==> src/rtl/modular_exponentiator_pkg.sv <==
// Shared types and constants for the modular exponentiator.
// Holds the controller state encoding and the default operand width.
package modexp_pkg;

  localparam int N = 8;

  typedef enum logic [2:0] {
    IDLE,
    CHECK,
    MUL_REQ,
    MUL_WAIT,
    SHIFT,
    SQR_REQ,
    SQR_WAIT,
    DONE
  } state_t;

endpackage

==> src/rtl/modular_exponentiator.sv <==
// Right-to-left square-and-multiply controller computing R = B^E mod M using an external multiplier.
// Optional MODEXP_CYCLE_COUNT_EN adds a saturating busy-cycle counter output 'cycles'.
module modular_exponentiator
  import modexp_pkg::*;
#(
  parameter int n = N
) (
  input  logic         clk,
  input  logic         reset,
  input  logic         start,
  input  logic [n-1:0] B,
  input  logic [n-1:0] E,
  input  logic [n-1:0] M,
  output logic [n-1:0] R,
  output logic         busy,
  output logic         done,
  output logic         err,
  output logic [n-1:0] mult_X,
  output logic [n-1:0] mult_Y,
  output logic [n-1:0] mult_M,
  output logic         mult_start,
  input  logic         mult_done,
  input  logic [n-1:0] mult_P
`ifdef MODEXP_CYCLE_COUNT_EN
  ,
  output logic [15:0]  cycles
`endif
);

  localparam logic [n-1:0] ONE = n'(1);

  state_t       r_state;
  state_t       w_nextState;
  logic [n-1:0] r_b;
  logic [n-1:0] r_e;
  logic [n-1:0] r_m;
  logic [n-1:0] r_acc;
  logic [n-1:0] r_result;
  logic         r_err;
  logic         w_trivial;

  // Degenerate moduli and a zero exponent finish straight from CHECK without the multiplier.
  assign w_trivial = (r_m == '0) || (r_b >= r_m) || (r_m == ONE) || (r_e == '0);

  always_ff @(posedge clk) begin
    if (reset) r_state <= IDLE;
    else       r_state <= w_nextState;
  end

  always_comb begin
    w_nextState = r_state;
    case (r_state)
      IDLE:     if (start) w_nextState = CHECK;
      CHECK:    w_nextState = w_trivial ? DONE : (r_e[0] ? MUL_REQ : SHIFT);
      MUL_REQ:  w_nextState = MUL_WAIT;
      MUL_WAIT: if (mult_done) w_nextState = SHIFT;
      SHIFT:    w_nextState = (r_e[n-1:1] == '0) ? DONE : SQR_REQ;
      SQR_REQ:  w_nextState = SQR_WAIT;
      SQR_WAIT: if (mult_done) w_nextState = r_e[0] ? MUL_REQ : SHIFT;
      DONE:     w_nextState = IDLE;
      default:  w_nextState = IDLE;
    endcase
  end

  // Operands are decoded from state so they stay stable for the whole request/wait window.
  always_comb begin
    busy       = 1'b0;
    done       = 1'b0;
    mult_start = 1'b0;
    mult_X     = '0;
    mult_Y     = '0;
    mult_M     = '0;
    case (r_state)
      CHECK, SHIFT: busy = 1'b1;
      MUL_REQ, MUL_WAIT: begin
        busy       = 1'b1;
        mult_start = (r_state == MUL_REQ);
        mult_X     = r_acc;
        mult_Y     = r_b;
        mult_M     = r_m;
      end
      SQR_REQ, SQR_WAIT: begin
        busy       = 1'b1;
        mult_start = (r_state == SQR_REQ);
        mult_X     = r_b;
        mult_Y     = r_b;
        mult_M     = r_m;
      end
      DONE:    done = 1'b1;
      default: ;
    endcase
  end

  always_ff @(posedge clk) begin
    if (reset) begin
      r_b      <= '0;
      r_e      <= '0;
      r_m      <= '0;
      r_acc    <= '0;
      r_result <= '0;
      r_err    <= 1'b0;
    end else begin
      case (r_state)
        IDLE: begin
          if (start) begin
            r_b   <= B;
            r_e   <= E;
            r_m   <= M;
            r_acc <= ONE;
            r_err <= 1'b0;
          end
        end
        CHECK: begin
          if ((r_m == '0) || (r_b >= r_m)) begin
            r_err    <= 1'b1;
            r_result <= '0;
          end else if (r_m == ONE) begin
            r_result <= '0;
          end else if (r_e == '0) begin
            r_result <= ONE;
          end
        end
        MUL_WAIT: if (mult_done) r_acc <= mult_P;
        SHIFT: begin
          r_e <= r_e >> 1;
          if (r_e[n-1:1] == '0) r_result <= r_acc;
        end
        SQR_WAIT: if (mult_done) r_b <= mult_P;
        default: ;
      endcase
    end
  end

  assign R   = r_result;
  assign err = r_err;

`ifdef MODEXP_CYCLE_COUNT_EN
  logic [15:0] r_cycles;

  always_ff @(posedge clk) begin
    if (reset)                             r_cycles <= '0;
    else if ((r_state == IDLE) && start)   r_cycles <= '0;
    else if (busy && (r_cycles != 16'hFFFF)) r_cycles <= r_cycles + 16'd1;
  end

  assign cycles = r_cycles;
`endif

endmodule
==> config.mk <==
export PLATFORM = sky130hd
export DESIGN_NAME = modular_exponentiator
export DESIGN_NICKNAME = d
export VERILOG_FILES = /design/src/rtl/modular_exponentiator_pkg.sv /design/src/rtl/modular_exponentiator.sv
export SDC_FILE = /design/constraint.sdc
export NUM_CORES = 1
export LEC_CHECK = 0
export CAP_MARGIN = 25
export CORE_MARGIN = 2
export CORE_UTILIZATION = 55
export DETAILED_ROUTE_END_ITERATION = 7
export DONT_BUFFER_PORTS = 1
export HOLD_SLACK_MARGIN = 0.15
export PLACE_DENSITY = 0.7
export SLEW_MARGIN = 20
export SYNTH_ARGS = -nofsm -noshare
export SYNTH_HDL_FRONTEND = slang
export SYNTH_SLANG_ARGS = --single-unit
==> constraint.sdc <==
create_clock -name clk -period 2.3 [get_ports clk]
set_clock_uncertainty 0.15 [all_clocks]
set_input_delay 0.46 -clock clk [delete_from_list [all_inputs] [get_ports clk]]
set_output_delay 0.46 -clock clk [all_outputs]
set_load 0.01 [all_outputs]
## Word level (Yosys, flattened, before mapping)

Index checks and enable logic that the tools add are counted.

- Flip-flop bits (word level): 44
- Latch bits: 0
- Memory bits (writable): 0
- ROM bits: 0
- Input bits: 36
- Output and inout bits: 36
- Logic and storage cells: 73
- Memories kept: 0

- Add/subtract/negate cells: 0
- $mul: 0
- Divide/modulo/power cells: 0
- Magnitude comparators: 1
- Equality and inequality tests: 14
- Shift operators: 0
- Multiplexer cells: 28
- Bitwise gates (word level): 0
- Reduce and logical (&&, ||, !) cells: 23

Operator list:

| kind | number |
|---|---|
| 8-bit 2-to-1 mux | 10 |
| 8-bit one-hot mux with 2 select lines | 5 |
| 3-bit one-hot mux with 8 select lines | 1 |
| 8-bit logical NOT | 2 |
| 3-bit 2-to-1 mux | 5 |
| 3-bit AND reduction | 5 |
| 3-bit == test, second input constant | 4 |
| 2-bit inequality test, second input constant | 5 |
| 2-bit nonzero test | 5 |
| 8-bit by 1-bit == test with 1-bit output, second input constant | 1 |
| 8-bit greater-or-equal comparator | 1 |
| 7-bit logical NOT | 1 |
| 3-bit by 2-bit == test with 1-bit output, second input constant | 2 |
| 6-bit OR reduction | 1 |
| 1-bit 2-to-1 mux | 4 |
| 4-bit inequality test, second input constant | 1 |
| 1-bit one-hot mux with 2 select lines | 2 |
| 2-bit AND reduction | 2 |
| 2-bit OR reduction | 2 |
| 4-bit OR reduction | 1 |
| 3-bit by 1-bit == test with 1-bit output, second input constant | 1 |
| 3-bit logical NOT | 1 |
| 1-bit logical OR | 3 |
| 2-bit 2-to-1 mux | 1 |

## Longest topological paths before layout

Gate-level depths: netlist (run 1).

- Depth in word-level cells: 6
- Depth in mapped cells: 8
- Depth with buffers taken out: 8

## Least setup slack after synthesis (run 1)

OpenSTA, ideal clock, no wires.

- Path type: flip-flop to flip-flop
- From: reg r_m[2]
- To: reg r_result[0], in the netlist R[0]
- Data arrival time: 1,669 ps
- Data required time: 2,055 ps
- Slack: 386 ps
- Stages on the path, launching flop included: 9
- Cell sequence: dfxtp_1 -> inv_1 -> ha_1 -> and3_1 -> o21ai_1 -> a31oi_1 -> o21ai_2 -> nand2_1 -> a221oi_1

- Longest elaborated chain between the ends: 4
- Elaborated cells on any way between the ends: 9
- Classes of those cells: order compare: 1; eq/ne: 2; mux: 3; reduce/logical: 3

Ends and longest elaborated chain:

| what | line | source |
|---|---|---|
| start: declaration | modular_exponentiator.sv:36 | `logic [n-1:0] r_m;` |
| start signal: assignment | modular_exponentiator.sv:98 | `r_m <= '0;` |
| start signal: assignment | modular_exponentiator.sv:108 | `r_m <= M;` |
| 8-bit greater-or-equal comparator (tied with other cells) | modular_exponentiator.sv:114 | `if ((r_m == '0) \|\| (r_b >= r_m)) begin` |
| 1-bit logical OR or 8-bit 2-to-1 mux (tied branches) | modular_exponentiator.sv:114, modular_exponentiator.sv:117 |  |
| 4-bit inequality test (no line) or 8-bit 2-to-1 mux (tied branches) | - |  |
| 3-bit AND reduction (no line) or 8-bit one-hot mux with 2 select lines (tied branches) | - |  |
| end signal: assignment | modular_exponentiator.sv:126 | `if (r_e[n-1:1] == '0) r_result <= r_acc;` |
| end: declaration | modular_exponentiator.sv:38 | `logic [n-1:0] r_result;` |

Several ways; a longest one is shown, not always the timed one.
A chain may end at the register's enable or synchronous reset.

## Worst setup path in the final report (run 1)

- From: reg r_state[0]
- To: out mult_Y[7]

- Longest elaborated chain between the ends: 3
- Elaborated cells on any way between the ends: 6
- Classes of those cells: eq/ne: 4; mux: 1; reduce/logical: 1

Ends and longest elaborated chain:

| what | line | source |
|---|---|---|
| start: declaration | modular_exponentiator.sv:32 | `state_t r_state;` |
| start signal: assignment | modular_exponentiator.sv:47 | `else r_state <= w_nextState;` |
| 3-bit by 2-bit == test with 1-bit output or 3-bit == test (tied branches) | modular_exponentiator.sv:73 | `case (r_state)` |
| 4-bit OR reduction (no line) * | - |  |
| 8-bit 2-to-1 mux * | modular_exponentiator.sv:73 |  |
| end: declaration | modular_exponentiator.sv:19 | `output logic [n-1:0] mult_Y,` |

Mark *: on every way between the ends. The rest lies on a longest branch, timed or not.

==> summary.txt, run 1 <==
Logic synthesis
  • Part of the Yosys area used for sequential elements: 0.361
  • Syn Area/Cell: 7.95 um^2
  • FFs w/ async S/R, synth: 0
  • EDFF count, synth: 0
  • Post-synth top area cell: dfxtp_1
  • Post-synthesis cell count: approximately 310
  • Synthesis-stage register bit count: 44
  • YS warnings: 0
  • Share of the synthesized area in the top cell type: 0.361
  • Mapped Area: 2440 um^2
  • Synth area leaders: dfxtp_1 36%, a21oi_1 7.6%, nand2_1 6.8%
  • Post-Syn Nets: 351
  • Prevailing post-synth register cell: dfxtp_1
  • Yosys cell types: 47

Placed design
  • Dpl cell area: 2530 um^2
  • IO Port Bufs: 0
  • Hpwl dp: between 4 and 5 mm
  • Dpl cells: roughly 360
  • Routability Congestion: 0.847

Finish
  • Finished layout cell area: 2820 um^2
  • N_diodes: 0
  • Area Growth Syn to Fin: 15.5%
  • Fraction of layout cells with a size suffix above 1: 0.146
  • Final Util: 0.652
  • NumNets Final: 372
  • Fin cells: approximately 380

Status
  • Status: complete, no violations

Flow run
  • Max cap viols: 0

Setup path
  • Slowest Stage Delay on Critical Path: 490 ps
  • R2R depth: 8
  • Critical path fanouts, max: 16
  • Worst r2r dst: r_state[0]
  • Worst reg2reg setup slack: about 270 ps
  • Worst Path Class, Setup: reg2out
  • WP data arrival: 1580 ps
  • Cells along the critical path: nand2_1, xnor2_1, buf_4, nor2b_1
  • Worst Setup End Kind: primary output
  • Slowest cell on crit path: dfxtp_1
  • Worst setup SP type: flop
  • Crit path required time: 1690 ps
  • R2R Path Start: r_b[0]

Floorplan
  • Row count: 24
  • Starting Density: 0.565
  • Core area: 4320 um^2
  • Io pins: slightly above 70
  • Die area: between 4000 and 5000 um^2
  • Die H: 70.6 um
  • Horiz. Die Dim: 70.6 um

STA
  • Worst slew margin: 0.632
  • Total negative slack: 0 ps
  • Fin. Hold Viols: 0
  • Max Freq: roughly 0.46 GHz
  • Setup violators final: 0
  • Slew @ Worst Pin: 550 ps
  • Final worst-path cycle share: 0.952
  • Fin crit period: between 2000 and 2500 ps
  • Final Max Slew Viols: 0
  • RSZ-0062 raised after global routing: no
  • Min Hold Slack: around 150 ps

Route
  • DR iter-0 viols: 131
  • Remaining antenna violation count: 0
  • Drt pass-1 iters: 4
  • Vias per cell: 5.87
  • Vias: 2237
  • WL final: 6.24 mm
  • Per-cell routed wire length: 16.4 um
  • DRC: 0

Clock network
  • CTS Buf Count: 5
  • CTS tree: built
  • Clock buffer depth: 2
  • Reg clk slew, reported paths: 90 ps
  • H-tree Lvls: 2
  • Sink Count: 44
  • Root Driver: clkbuf_8
  • Worst-Skew Late Latency: a little over 300 ps

GRT
  • Largest net degree at the start of global routing: 44
  • Vias in the first global route: 2115
  • Initial antenna violation count: 0
  • Total GRT Usage: 0.251
  • First-pass GRT wire length: between 9 and 10 mm
  • Final global-route overflow total: 0

Power
  • P per Cell Area: 1160 nW/um^2
  • Static leakage: 1.06 nW
  • Worst vdd ir: 0.000642 V

Min path
  • Min-Delay Path Depth: 2
  • Worst Hold End: r_acc[6]
  • Hold Crit Class: in2reg
  • Hold_sp: mult_P[6]
routing by layer:
metal,vias to the layer above,GRT usage,share of wire
li1,1128,-,-
met4,0,0.0839,0.016
met2,58,0.412,0.49
met1,1041,0.325,0.44
met3,10,0.0641,0.055
met5,-,0,0
worst max-delay path by stage:
stage	from	to	slack [ps]	depth (start not counted)
2_1_floorplan	r_m[2]	R[0]	390	8
3_3_place_gp	r_b[0]	R[0]	200	8
3_5_place_dp	r_m[1]	R[0]	150	8
4_1_cts	r_state[1]	mult_Y[7]	40	4
5_1_grt	r_state[0]	mult_Y[7]	1	4
6_report	r_state[0]	mult_Y[7]	110	4
cell families after synthesis:
logic type | count (synthesis) | synth area share
adder cells (fa/ha/maj) | 8 | 0.0410
XOR/XNOR | 2 | 0.00718
multiplexers | 8 | 0.0328
AND/OR/NAND/NOR | 131 | 0.280
buffers and inverters | 33 | 0.0687
flip-flops | 44 | 0.361
AO/OA/AOI/OAI | 81 | 0.209
cells in the final DEF, fill, tap and decap left out, types with 2 or more instances in the layout:
master         netlist  final
inv_1               13     13
o21ai_0              4      4
nor3_1               6      6
nand4b_1             7      7
nor2_1              28     28
dfxtp_1             44     42
a21oi_1             37     37
a211oi_1             8      8
a22o_1               6      6
clkbuf_8             0      5
mux2i_1              8      8
a22oi_1              8      8
o22ai_1              3      3
nor3b_1              2      2
nand3_1             16     16
nand2_1             44     44
a21oi_2              2      2
ha_1                 8      8
a31oi_1              5      5
buf_4                4     20
buf_12               0      2
dlygate4sd3_1        0     12
nor2b_1             10      9
nor2_2               4      3
and2_1               2      2
xnor2_1              2      2
dfxtp_2              0      2
where the power goes:
group / leakage, nW / switching (mW) / total, mW / internal [mW]
Clock: 0.0541 / 0.276 / 0.597 / 0.321
Sequential: 0.360 / 0.182 / 1.09 / 0.909
Combinational: 0.646 / 0.921 / 1.59 / 0.666
Total: 1.06 / 1.38 / 3.27 / 1.90
per-stage QoR:
| stage | power (mW) | setup slack, ps |
|---|---|---|
| floorplan | 2.24 | 386 |
| global placement | 2.54 | 199 |
| detailed placement | 2.57 | 152 |
| CTS | 3.20 | 41.6 |
| global route | 3.51 | 1.29 |
| finish | 3.27 | 111 |
critical path: cells and delay by family (launching register included):
kind / cells / cell delay [ps]
flip-flops: 1 / 490
AND/OR/NAND/NOR: 2 / 420
buffers and inverters: 1 / 200
XOR/XNOR: 1 / 170
layout make-up:
cell class	count	area, um^2
fill	403	1510
multi-input combinational	230	1400
sequential	44	883
timing repair buffer	34	310
clock buffer	5	68.8
tap	52	65.1
inverter	13	48.8
clock inverter	3	42.5
synthesized netlist by cell type, types with 2 or more instances:
cell      count
a22oi_1       8
dfxtp_1      44
buf_6         3
and2_1        2
o21ai_0       4
nor3_1        6
ha_1          8
a31oi_1       5
nand2_1      44
o22ai_1       3
mux2i_1       8
nand4b_1      7
nor2b_1      10
a21oi_2       2
a21oi_1      37
nor3b_1       2
clkbuf_1      7
nand3_1      16
a211oi_1      8
xnor2_1       2
a22o_1        6
nor2_1       28
buf_2         5
inv_1        13
buf_4         4
nor2_2        4
registers in the layout, summed over array words and instances, names as in the netlist:
| register | cells |
|---|---|
| R | 8 |
| err | 1 |
| r_acc | 8 |
| r_b | 8 |
| r_e | 8 |
| r_m | 8 |
| r_state | 3 |
what timing repair did:
| action | CTS | global route |
|---|---|---|
| endpoints found under the setup margin | 6 | 24 |
| gates resized for setup | 1 | 3 |
| hold endpoints to repair | 43 | 0 |
| setup buffers | 0 | 2 |
| pin swaps | 0 | 1 |
| hold buffers | 13 | 0 |
No activity file was read; power rests on OpenSTA's default activity.
==> run 2: changes to the inputs <==
CTS_BUF_LIST = sky130_fd_sc_hd__clkbuf_16   (was default)
==> run 2 against run 1 <==
Via count fell by 1.2%. Cell count fell by 3.1%. Flip-flop and latch count stayed put. Largest cell class unchanged.
==> summary.txt, run 2 (synthesis gave the netlist of run 1 again) <==
Clock network
  • Sink Count: 44 (unchanged)
  • CTS tree: built
  • Clock buffer depth: 2 (unchanged)
  • Reg clk slew, reported paths: 60 ps (-30 ps)
  • Root Driver: clkbuf_16
  • H-tree Lvls: 2 (unchanged)
  • CTS Buf Count: 5 (unchanged)
  • Worst-Skew Late Latency: 280 ps (-30 ps)

Finish
  • N_diodes: 0 (unchanged)
  • Register Area: 883 um^2 (unchanged)
  • Commonest cells after routing, fill and taps aside: 44 x nand2_1, 42 x dfxtp_1, 37 x a21oi_1
  • Area Growth Syn to Fin: 12.9%
  • Leading cell type in the layout, fill and taps excluded: nand2_1
  • NumNets Final: 360 (-3.2%)
  • Fraction of layout cells with a size suffix above 1: 0.151 (+0.00552)
  • Multi-input gate area: 1400 um^2 (unchanged)
  • Fill cell count: 402 (-0.25%)

Route
  • DR iter-0 viols: 129 (-1.5%)
  • Vias: 2211 (-1.2%)
  • Drt pass-1 iters: 4 (unchanged)
  • WL final: 6.12 mm (-1.9%)
  • Per-cell routed wire length: 16.6 um (+1.3%)
  • Remaining antenna violation count: 0 (unchanged)
  • DRC: 0 (unchanged)
  • Vias per cell: 5.99 (+2.1%)

GRT
  • Met2 usage: 0.409 (-0.00314)
  • Largest net degree at the start of global routing: 44 (unchanged)
  • Final global-route overflow total: 0 (unchanged)
  • M3 GR Usage: 0.0655 (+0.00142)
  • Gr busiest metal: met2
  • GRT met1 Usage: 0.321 (-0.00357)
  • First-pass GRT wire length: 9.83 mm (-1.2%)
  • Initial antenna violation count: 0 (unchanged)
  • Total GRT Usage: 0.248 (-0.00328)
  • Vias in the first global route: 2068 (-2.2%)

Setup path
  • Worst setup SP type: flop
  • Worst Path Class, Setup: reg2out
  • Crit path required time: 1690 ps (about the same)
  • Worst Setup End Kind: primary output
  • WP data arrival: 1550 ps (-30 ps)
  • Critical path fanouts, max: 16 (unchanged)
  • R2R depth: 8 (unchanged)

Placed design
  • Routability Congestion: 0.847 (unchanged)
  • Hpwl dp: 4.47 mm (unchanged)
  • IO Port Bufs: 0 (unchanged)

Power
  • Worst vdd ir: 0.000667 V (+3.9%)
  • P per Cell Area: 1260 nW/um^2 (+8.1%)
  • Static leakage: 1.04 nW (-2.3%)
  • Total power: 3.46 mW (+5.7%)

STA
  • Final worst-path cycle share: 0.940 (-0.0115)
  • Fin crit period: 2160 ps (-26.4 ps)
  • Worst slew margin: 0.636 (+0.00439)
  • Total negative slack: 0 ps (unchanged)
  • Final Max Slew Viols: 0 (unchanged)
  • Max Freq: 0.462 GHz (+1.2%)
  • Fin. Hold Viols: 0 (unchanged)
  • RSZ-0062 raised after global routing: no
  • Slew @ Worst Pin: 544 ps (-6.56 ps)
  • Setup violators final: 0 (unchanged)

Floorplan
  • Row count: 24 (unchanged)
  • Core area: 4320 um^2 (unchanged)
  • Io pins: 72 (unchanged)
  • Starting Density: 0.565 (unchanged)
  • Die area: 4990 um^2 (unchanged)
  • Die H: 70.6 um (unchanged)
  • Horiz. Die Dim: 70.6 um (unchanged)

Status
  • Status: complete, no violations

Flow run
  • Max cap viols: 0 (unchanged)

Min path
  • Min-Delay Path Depth: 2 (unchanged)
  • Hold Crit Class: in2reg
## run 2: changes by cell type in the layout (fill, tap and decap cells not counted), sizes merged
| cell | before | now |
|---|---|---|
| dlygate4sd3 | 12 | 0 |
## run 2: critical path, stage by stage (launching register included)
cell	delay, ps
dfxtp_1	480
nand2_1	170
xnor2_1	170
buf_4	190
nor2b_1	250
## run 2: repair_timing
item	in CTS	in global routing
setup endpoints to repair	6	24
pin swaps	0	1
gates resized for setup	1	3
hold buffers	1	0
buffers inserted	0	2
hold endpoints to repair	43	0
## run 2: layout make-up
type	count	share of cell area
Clock inverter	3	0.0154
Clock buffer	5	0.0454
Multi-Input combinational cell	230	0.508
Timing Repair Buffer	22	0.0690
Tap cell	52	0.0236
Sequential cell	44	0.321
Inverter	13	0.0177
## run 2: where the power goes
group	switching, mW	total (mW)	internal [mW]
Clock	0.290	0.800	0.510
Sequential	0.181	1.09	0.910
Combinational	0.916	1.57	0.653
Total	1.39	3.46	2.07
## run 2: per-layer routing
metal	vias to the layer above	wire length, um
li1	1105	-
met1	1034	2700
met2	63	2970
met3	9	358
met4	0	85
met5	-	0
## run 2: worst paths after layout
path	slack [ps]	startpoint	to
setup / recovery	140	r_state[0]	mult_Y[7]
setup reg to reg	260	r_b[0]	r_state[0]
hold reg to reg	320	r_m[2]	r_m[2]
hold / removal	160	M[3]	r_m[3]
## run 2: through the flow
stage	cells	hold slack, ps	area [um^2]	util	worst slack (ps)
final	369	157	2760	0.637	137
after global routing	369	156	2760	0.637	33.7
after global placement	358	304	2530	0.585	199
after floorplan	307	295	2440	-	386
after CTS	367	151	2720	0.629	66.3
after detailed placement	358	307	2530	0.585	152
